[config.mk]
export PLATFORM = sky130hd
export DESIGN_NAME = spi_master_arb
export DESIGN_NICKNAME = d
export VERILOG_FILES = /design/src/rtl/spi_master_arb_pkg.sv /design/src/rtl/spi_master_arb_rr_arbiter.sv /design/src/rtl/spi_master_arb.sv
export SDC_FILE = /design/constraint.sdc
export NUM_CORES = 1
export LEC_CHECK = 0
export ABC_CLOCK_PERIOD_IN_PS = 3600
export BUFFER_PORTS_ARGS = -buffer_cell sky130_fd_sc_hd__buf_2
export CAP_MARGIN = 20
export CORE_MARGIN = 10
export CORE_UTILIZATION = 55
export DETAILED_ROUTE_END_ITERATION = 10
export HOLD_SLACK_MARGIN = 0.08
export PLACE_DENSITY = 0.86
export SYNTH_ARGS = -nofsm -noshare
export SYNTH_HDL_FRONTEND = slang
export SYNTH_SLANG_ARGS = --single-unit
export TNS_END_PERCENT = 100
[constraint.sdc]
create_clock -name clk -period 3.6 [get_ports clk]
set_clock_uncertainty 0.05 [all_clocks]
set_input_delay 0.18 -clock clk [delete_from_list [all_inputs] [get_ports clk]]
set_output_delay 0.18 -clock clk [all_outputs]
set_load 0.02 [all_outputs]
[src/rtl/spi_master_arb_pkg.sv]
// Shared definitions for the SPI master with round-robin arbitration:
// FSM state encoding, default parameter values and a counter-width helper.
package spi_pkg;

    typedef enum logic [2:0] {
        IDLE  = 3'd0,
        SETUP = 3'd1,
        XFER  = 3'd2,
        HOLD  = 3'd3,
        GAP   = 3'd4
    } state_e;

    localparam int DEF_BITS     = 8;
    localparam int DEF_NREQ     = 2;
    localparam int DEF_CLK_DIV  = 2;
    localparam int DEF_IDLE_GAP = 2;

    // Number of bits needed to hold the values 0..n-1 (never less than one).
    function automatic int cnt_width(input int n);
        return (n <= 2) ? 1 : $clog2(n);
    endfunction

endpackage

[src/rtl/spi_master_arb_rr_arbiter.sv]
// Combinational round-robin picker: searches upward from the requester after
// ptr_i (wrapping) and returns the first active request as one-hot + index.
// The pointer register itself lives in the parent.
module rr_arbiter #(
    parameter int NREQ = 2,
    parameter int IW   = 1
) (
    input  logic [NREQ-1:0] req_i,
    input  logic [IW-1:0]   ptr_i,
    input  logic            en_i,
    output logic [NREQ-1:0] gnt_o,
    output logic [IW-1:0]   idx_o,
    output logic            valid_o
);

    // First requester after the pointer wins; nothing is granted when disabled.
    always_comb begin
        int c;
        gnt_o   = '0;
        idx_o   = '0;
        valid_o = 1'b0;
        c       = 0;
        for (int k = 1; k <= NREQ; k++) begin
            c = int'(ptr_i) + k;
            c = (c >= NREQ) ? (c - NREQ) : c;
            if (en_i && !valid_o && req_i[c]) begin
                valid_o  = 1'b1;
                gnt_o[c] = 1'b1;
                idx_o    = IW'(c);
            end else begin
                valid_o = valid_o;
            end
        end
    end

endmodule

[src/rtl/spi_master_arb.sv]
// SPI mode-0 master shared between NREQ requesters by round-robin arbitration.
// Optional build macro SPI_MASTER_LOOPBACK_EN: when defined, the receive path
// samples the internal mosi instead of the miso pin.
import spi_pkg::*;

module spi_master_arb #(
    parameter int BITS     = DEF_BITS,
    parameter int NREQ     = DEF_NREQ,
    parameter int CLK_DIV  = DEF_CLK_DIV,
    parameter int IDLE_GAP = DEF_IDLE_GAP
) (
    input  logic                 clk,
    input  logic                 rst,
    input  logic [NREQ-1:0]      req,
    input  logic [NREQ*BITS-1:0] txData,
    output logic [NREQ-1:0]      grant,
    output logic                 busy,
    output logic                 done,
    output logic [BITS-1:0]      rxData,
    output logic                 sclk,
    output logic [NREQ-1:0]      ss_n,
    output logic                 mosi,
    input  logic                 miso
);

    localparam int BW = cnt_width(BITS + 1);
    localparam int DW = cnt_width(CLK_DIV);
    localparam int GW = cnt_width(IDLE_GAP);
    localparam int IW = cnt_width(NREQ);

    state_e          state_q, state_d;
    logic [DW-1:0]   div_q, div_d;
    logic [GW-1:0]   gap_q, gap_d;
    logic [BW-1:0]   bit_q, bit_d;
    logic [BITS-1:0] tx_q, tx_d;
    logic [BITS-1:0] rx_q, rx_d;
    logic [IW-1:0]   ptr_q, ptr_d;
    logic [IW-1:0]   gidx_q, gidx_d;
    logic [NREQ-1:0] grant_q, grant_d;
    logic [NREQ-1:0] ss_n_q, ss_n_d;
    logic            sclk_q, sclk_d;
    logic            mosi_q, mosi_d;
    logic            busy_q, busy_d;
    logic            done_q, done_d;
    logic [BITS-1:0] rxdata_q, rxdata_d;

    logic            tick_s;
    logic            rx_bit_s;
    logic            arb_en_s;
    logic [NREQ-1:0] arb_gnt_s;
    logic [IW-1:0]   arb_idx_s;
    logic            arb_valid_s;
    logic [BITS-1:0] tx_slice_s;

    assign tick_s     = (div_q == DW'(CLK_DIV - 1));
    assign arb_en_s   = (state_q == IDLE);
    assign tx_slice_s = txData[int'(arb_idx_s)*BITS +: BITS];

`ifdef SPI_MASTER_LOOPBACK_EN
    assign rx_bit_s = mosi_q;
`else
    assign rx_bit_s = miso;
`endif

    rr_arbiter #(
        .NREQ (NREQ),
        .IW   (IW)
    ) u_arb (
        .req_i   (req),
        .ptr_i   (ptr_q),
        .en_i    (arb_en_s),
        .gnt_o   (arb_gnt_s),
        .idx_o   (arb_idx_s),
        .valid_o (arb_valid_s)
    );

    // Next-state and datapath: grant, shift out MSB first, sample on rising sclk.
    always_comb begin
        state_d  = state_q;
        div_d    = tick_s ? '0 : (div_q + DW'(1));
        gap_d    = gap_q;
        bit_d    = bit_q;
        tx_d     = tx_q;
        rx_d     = rx_q;
        ptr_d    = ptr_q;
        gidx_d   = gidx_q;
        grant_d  = grant_q;
        ss_n_d   = ss_n_q;
        sclk_d   = sclk_q;
        mosi_d   = mosi_q;
        busy_d   = busy_q;
        done_d   = 1'b0;
        rxdata_d = rxdata_q;
        case (state_q)
            IDLE: begin
                div_d = '0;
                if (arb_valid_s) begin
                    state_d = SETUP;
                    grant_d = arb_gnt_s;
                    ss_n_d  = ~arb_gnt_s;
                    gidx_d  = arb_idx_s;
                    tx_d    = tx_slice_s;
                    mosi_d  = tx_slice_s[BITS-1];
                    rx_d    = '0;
                    bit_d   = '0;
                    busy_d  = 1'b1;
                end else begin
                    state_d = IDLE;
                end
            end
            SETUP: begin
                // First tick is also the first rising edge, so it samples.
                if (tick_s) begin
                    sclk_d  = 1'b1;
                    rx_d    = {rx_q[BITS-2:0], rx_bit_s};
                    bit_d   = bit_q + BW'(1);
                    state_d = XFER;
                end else begin
                    state_d = SETUP;
                end
            end
            XFER: begin
                if (tick_s && !sclk_q) begin
                    sclk_d = 1'b1;
                    rx_d   = {rx_q[BITS-2:0], rx_bit_s};
                    bit_d  = bit_q + BW'(1);
                end else if (tick_s) begin
                    sclk_d = 1'b0;
                    if (bit_q == BW'(BITS)) begin
                        state_d = HOLD;
                    end else begin
                        tx_d   = tx_q << 1;
                        mosi_d = tx_q[BITS-2];
                    end
                end else begin
                    state_d = XFER;
                end
            end
            HOLD: begin
                // One extra half-period keeps ss_n low after the last falling edge.
                if (tick_s) begin
                    ss_n_d   = '1;
                    mosi_d   = 1'b0;
                    rxdata_d = rx_q;
                    done_d   = 1'b1;
                    grant_d  = '0;
                    ptr_d    = gidx_q;
                    gap_d    = '0;
                    state_d  = GAP;
                end else begin
                    state_d = HOLD;
                end
            end
            GAP: begin
                if (gap_q == GW'(IDLE_GAP - 1)) begin
                    state_d = IDLE;
                    busy_d  = 1'b0;
                end else begin
                    gap_d = gap_q + GW'(1);
                end
            end
            default: begin
                // Unreachable encoding: release the bus and return to idle.
                state_d = IDLE;
                grant_d = '0;
                ss_n_d  = '1;
                sclk_d  = 1'b0;
                mosi_d  = 1'b0;
                busy_d  = 1'b0;
            end
        endcase
    end

    // State and output registers; reset abandons any transfer on the same edge.
    always_ff @(posedge clk) begin
        if (rst) begin
            state_q  <= IDLE;
            div_q    <= '0;
            gap_q    <= '0;
            bit_q    <= '0;
            tx_q     <= '0;
            rx_q     <= '0;
            ptr_q    <= IW'(NREQ - 1);
            gidx_q   <= '0;
            grant_q  <= '0;
            ss_n_q   <= '1;
            sclk_q   <= 1'b0;
            mosi_q   <= 1'b0;
            busy_q   <= 1'b0;
            done_q   <= 1'b0;
            rxdata_q <= '0;
        end else begin
            state_q  <= state_d;
            div_q    <= div_d;
            gap_q    <= gap_d;
            bit_q    <= bit_d;
            tx_q     <= tx_d;
            rx_q     <= rx_d;
            ptr_q    <= ptr_d;
            gidx_q   <= gidx_d;
            grant_q  <= grant_d;
            ss_n_q   <= ss_n_d;
            sclk_q   <= sclk_d;
            mosi_q   <= mosi_d;
            busy_q   <= busy_d;
            done_q   <= done_d;
            rxdata_q <= rxdata_d;
        end
    end

    assign grant  = grant_q;
    assign busy   = busy_q;
    assign done   = done_q;
    assign rxData = rxdata_q;
    assign sclk   = sclk_q;
    assign ss_n   = ss_n_q;
    assign mosi   = mosi_q;

endmodule

==> out/metrics.yaml <==
cells_and_area:
  postLayoutCoreUtil_pct: 64.29
  instances_no_fill: 295
  fill_cells: 311
  nNetsFinal: 271
  drive_gt1_share_pct: 20.88
  areaGrowthSynthToFinish_pct: 12.95
  diodes: 0
global_routing:
  grt_pass1_vias: 1634
  grt.overflow.total: 0
  grtUsageTotal_pct: 14.69
  grt_max_degree: 24
  grt_pass1_wl_mm: 7.569
  antenna_found_initial: 0
timing:
  slew-limit-headroom_pct: 51.10
  rsz0062_at_grt: "false"
  hold_viol_final: 0
  setup_viol: 0
  post-route-period-util_pct: 62.81
  min_period_ps: 2261
  timing.final.max_slew_violations: 0
  fin_tns_setup_ps: 0
  tightest_slew_ps: 733.6
  fmax_mhz: 442.3
  hold_ws_ps: 142.6
pwr:
  peakVddDrop_mv: 0.3295
  powerDensity_nw_per_um2: 423.4
  p_sw_share_pct: 28.80
  power_frac_clock_pct: 28.0
  p_sw_mw: 0.2596
  seq_power_share_pct: 56.9
  power.internal_mw: 0.6416
  pwr-share-comb_pct: 15.1
  power.leakage_nw: 0.8451
drt:
  wl_mm: 4.308
  vias_per_cell: 5.610
  avgRoutedWirePerCell_um: 14.60
  route.vias.total: 1655
  route.detailed.drc: 0
  drtAntennaViolNets: 0
  drtPass1Iterations: 4
  dr.first_iter.drc_count: 127
cts:
  cts_tree: "built"
  clk_pin_slew_ps: 120
  cts_root_buf: "clkbuf_4"
  max-clock-path-buffers: 2
  clk_latency_ps: 360
  cts_sinks: 42
  cts.repair.resized: 0
  cts_buffers: 5
  htree_levels: 2
setup_path:
  path_delay_family: "simple AND/OR/NAND/NOR gates"
  arrival_ps: 2480
  worstPathRequired_ps: 3820
  crit_chain: "or3_1 -> or2_1 -> mux2_4 -> a32o_1"
  endpoint_kind: "flip-flop"
  crit_type: "reg2reg"
  crit_slowest_cell: "or3_1"
  crit_fanout: 19
  crit_path_start_kind: "flip-flop"
  max_stage_delay_ps: 590
  path_buf_inv: 0
synth:
  synth-edff-count: 0
  syn-num-nets: 241
  synth_flop_cell: "dfxtp_1"
  syn_avg_cell_area_um2: 8.644
  synth-seq-cells: 42
  yosysWarningCount: 0
  syn_area_um2: 1884
  synth_top_area_share_pct: 44.62
  synth_async_sr_flop_share_pct: 0
  netlist_top_cells_count: "dfxtp_1, nand2_1, a21oi_1"
  yosys.cell_count.top_type: "dfxtp_1"
  post_synth_num_cell_types: 45
  yosysTopAreaCell: "dfxtp_1"
  synth_area_leaders: "dfxtp_1, a21oi_1, nand2_1, a32o_1, a22o_1"
  netlist_instances: 218
  ys_seq_area_share_pct: 44.62
place:
  port_buffers: 36
  place_hpwl_mm: 3.160
  gp_congestion: 0.8721
  dp.cells: 286
floorplanning:
  initial_core_util_pct: 56.92
  die_w_um: 78.53
  num_rows: 21
  pin_count: 37
  fp.dieArea_um2: 6167
  core-area_um2: 3311
  fp.dieH_um: 78.53
run:
  max-cap-violations: 0
run_status:
  outcome: "finished clean"
hold_path:
  hold_path.class: "in2reg"
cell families (layout without fill, tap and decap cells):
| group | Yosys count | after routing | synth area share [%] |
|---|---|---|---|
| xor gates and xnor gates | 2 | 2 | 0.9298 |
| and+or+nand+nor | 82 | 82 | 21.18 |
| DFF | 42 | 42 | 44.62 |
| adders and majority gates | 2 | 2 | 1.328 |
| muxes | 4 | 4 | 2.457 |
| buffers and inverters | 24 | 55 | 5.776 |
| AOI/OAI and AO/OA | 62 | 62 | 23.71 |
state kept, by name, indices dropped and copies added (netlist names), 2 cells and up:
name and flops:
bit_q 4, grant 2, rxData 8, rx_q 8, ss_n 2, state_q 3
tx_q 7
worst min-delay path, cell delays in order:
cell and delay [ps]:
buf_2 100, nand3_1 130, o21ai_0 100
worst paths after layout:
check	from	end	slack [ps]	cells past startpoint
min reg2reg	rxData[1]	rxData[1]	410	2
max	state_q[0]	tx_q[0]	1340	4
min	req[0]	grant[0]	140	3
max reg2reg	state_q[0]	tx_q[0]	1340	4
layout by cell type, fill, tap and decap left out, drive strengths merged, types with 2 or more instances in the layout:
cell type	synthesis	routed
a21oi	21	21
a22o	9	9
a22oi	2	2
a311oi	2	2
a32o	8	8
a41o	2	2
and3b	2	2
buf	6	37
clkbuf	9	6
dfxtp	42	42
ha	2	2
inv	9	9
mux2	2	2
mux2i	2	2
nand2	25	25
nand2b	11	11
nand3	6	6
nor2	18	18
nor3	11	11
nor3b	2	2
o21ai	6	6
o22ai	2	2
or2	2	2
xnor2	2	2
cell type report:
cell class / instances / area [um^2] / area share, %
clock buffers: 6 / 51.30 / 2.410
multi-input cells: 152 / 934.6 / 43.92
flip-flops and latches: 42 / 840.8 / 39.51
clock inverters: 2 / 12.51 / 0.5879
inverters: 9 / 33.78 / 1.587
well taps: 46 / 57.56 / 2.704
repair buffers: 38 / 197.7 / 9.289
per-layer routing:
layer  up-vias  wire length (um)  track usage (%)
met5         -                 0                0
met4         0                29            3.943
met3         4               302            5.467
met2        46              2150            24.75
met1       763              1826            17.11
li1        842                 -                -
power groups by stage:
stage	Combinational (mW)	Clock (mW)	Sequential, mW
5_1_grt	0.152	0.274	0.518
2_1_floorplan	0.104	0	0.519
3_3_place_gp	0.133	0	0.522
6_report	0.136	0.252	0.513
3_5_place_dp	0.136	0	0.523
4_1_cts	0.137	0.254	0.512
per-stage QoR:
| step | instance area, um^2 | setup slack [ps] | total power, mW |
|---|---|---|---|
| final | 2128 | 1339 | 0.9012 |
| after global routing | 2128 | 1203 | 0.9434 |
| after CTS | 2128 | 1347 | 0.9034 |
| after detailed placement | 2054 | 1363 | 0.6584 |
| after global placement | 2054 | 1409 | 0.6551 |
| after floorplan | 1884 | 1766 | 0.6221 |
repair_timing:
item / in CTS / in global routing
hold buffers: 1 / 0
endpoints found under the hold margin: 1 / 0
setup buffers: 0 / 0
Note: power is estimated with default switching activity, not from simulation.
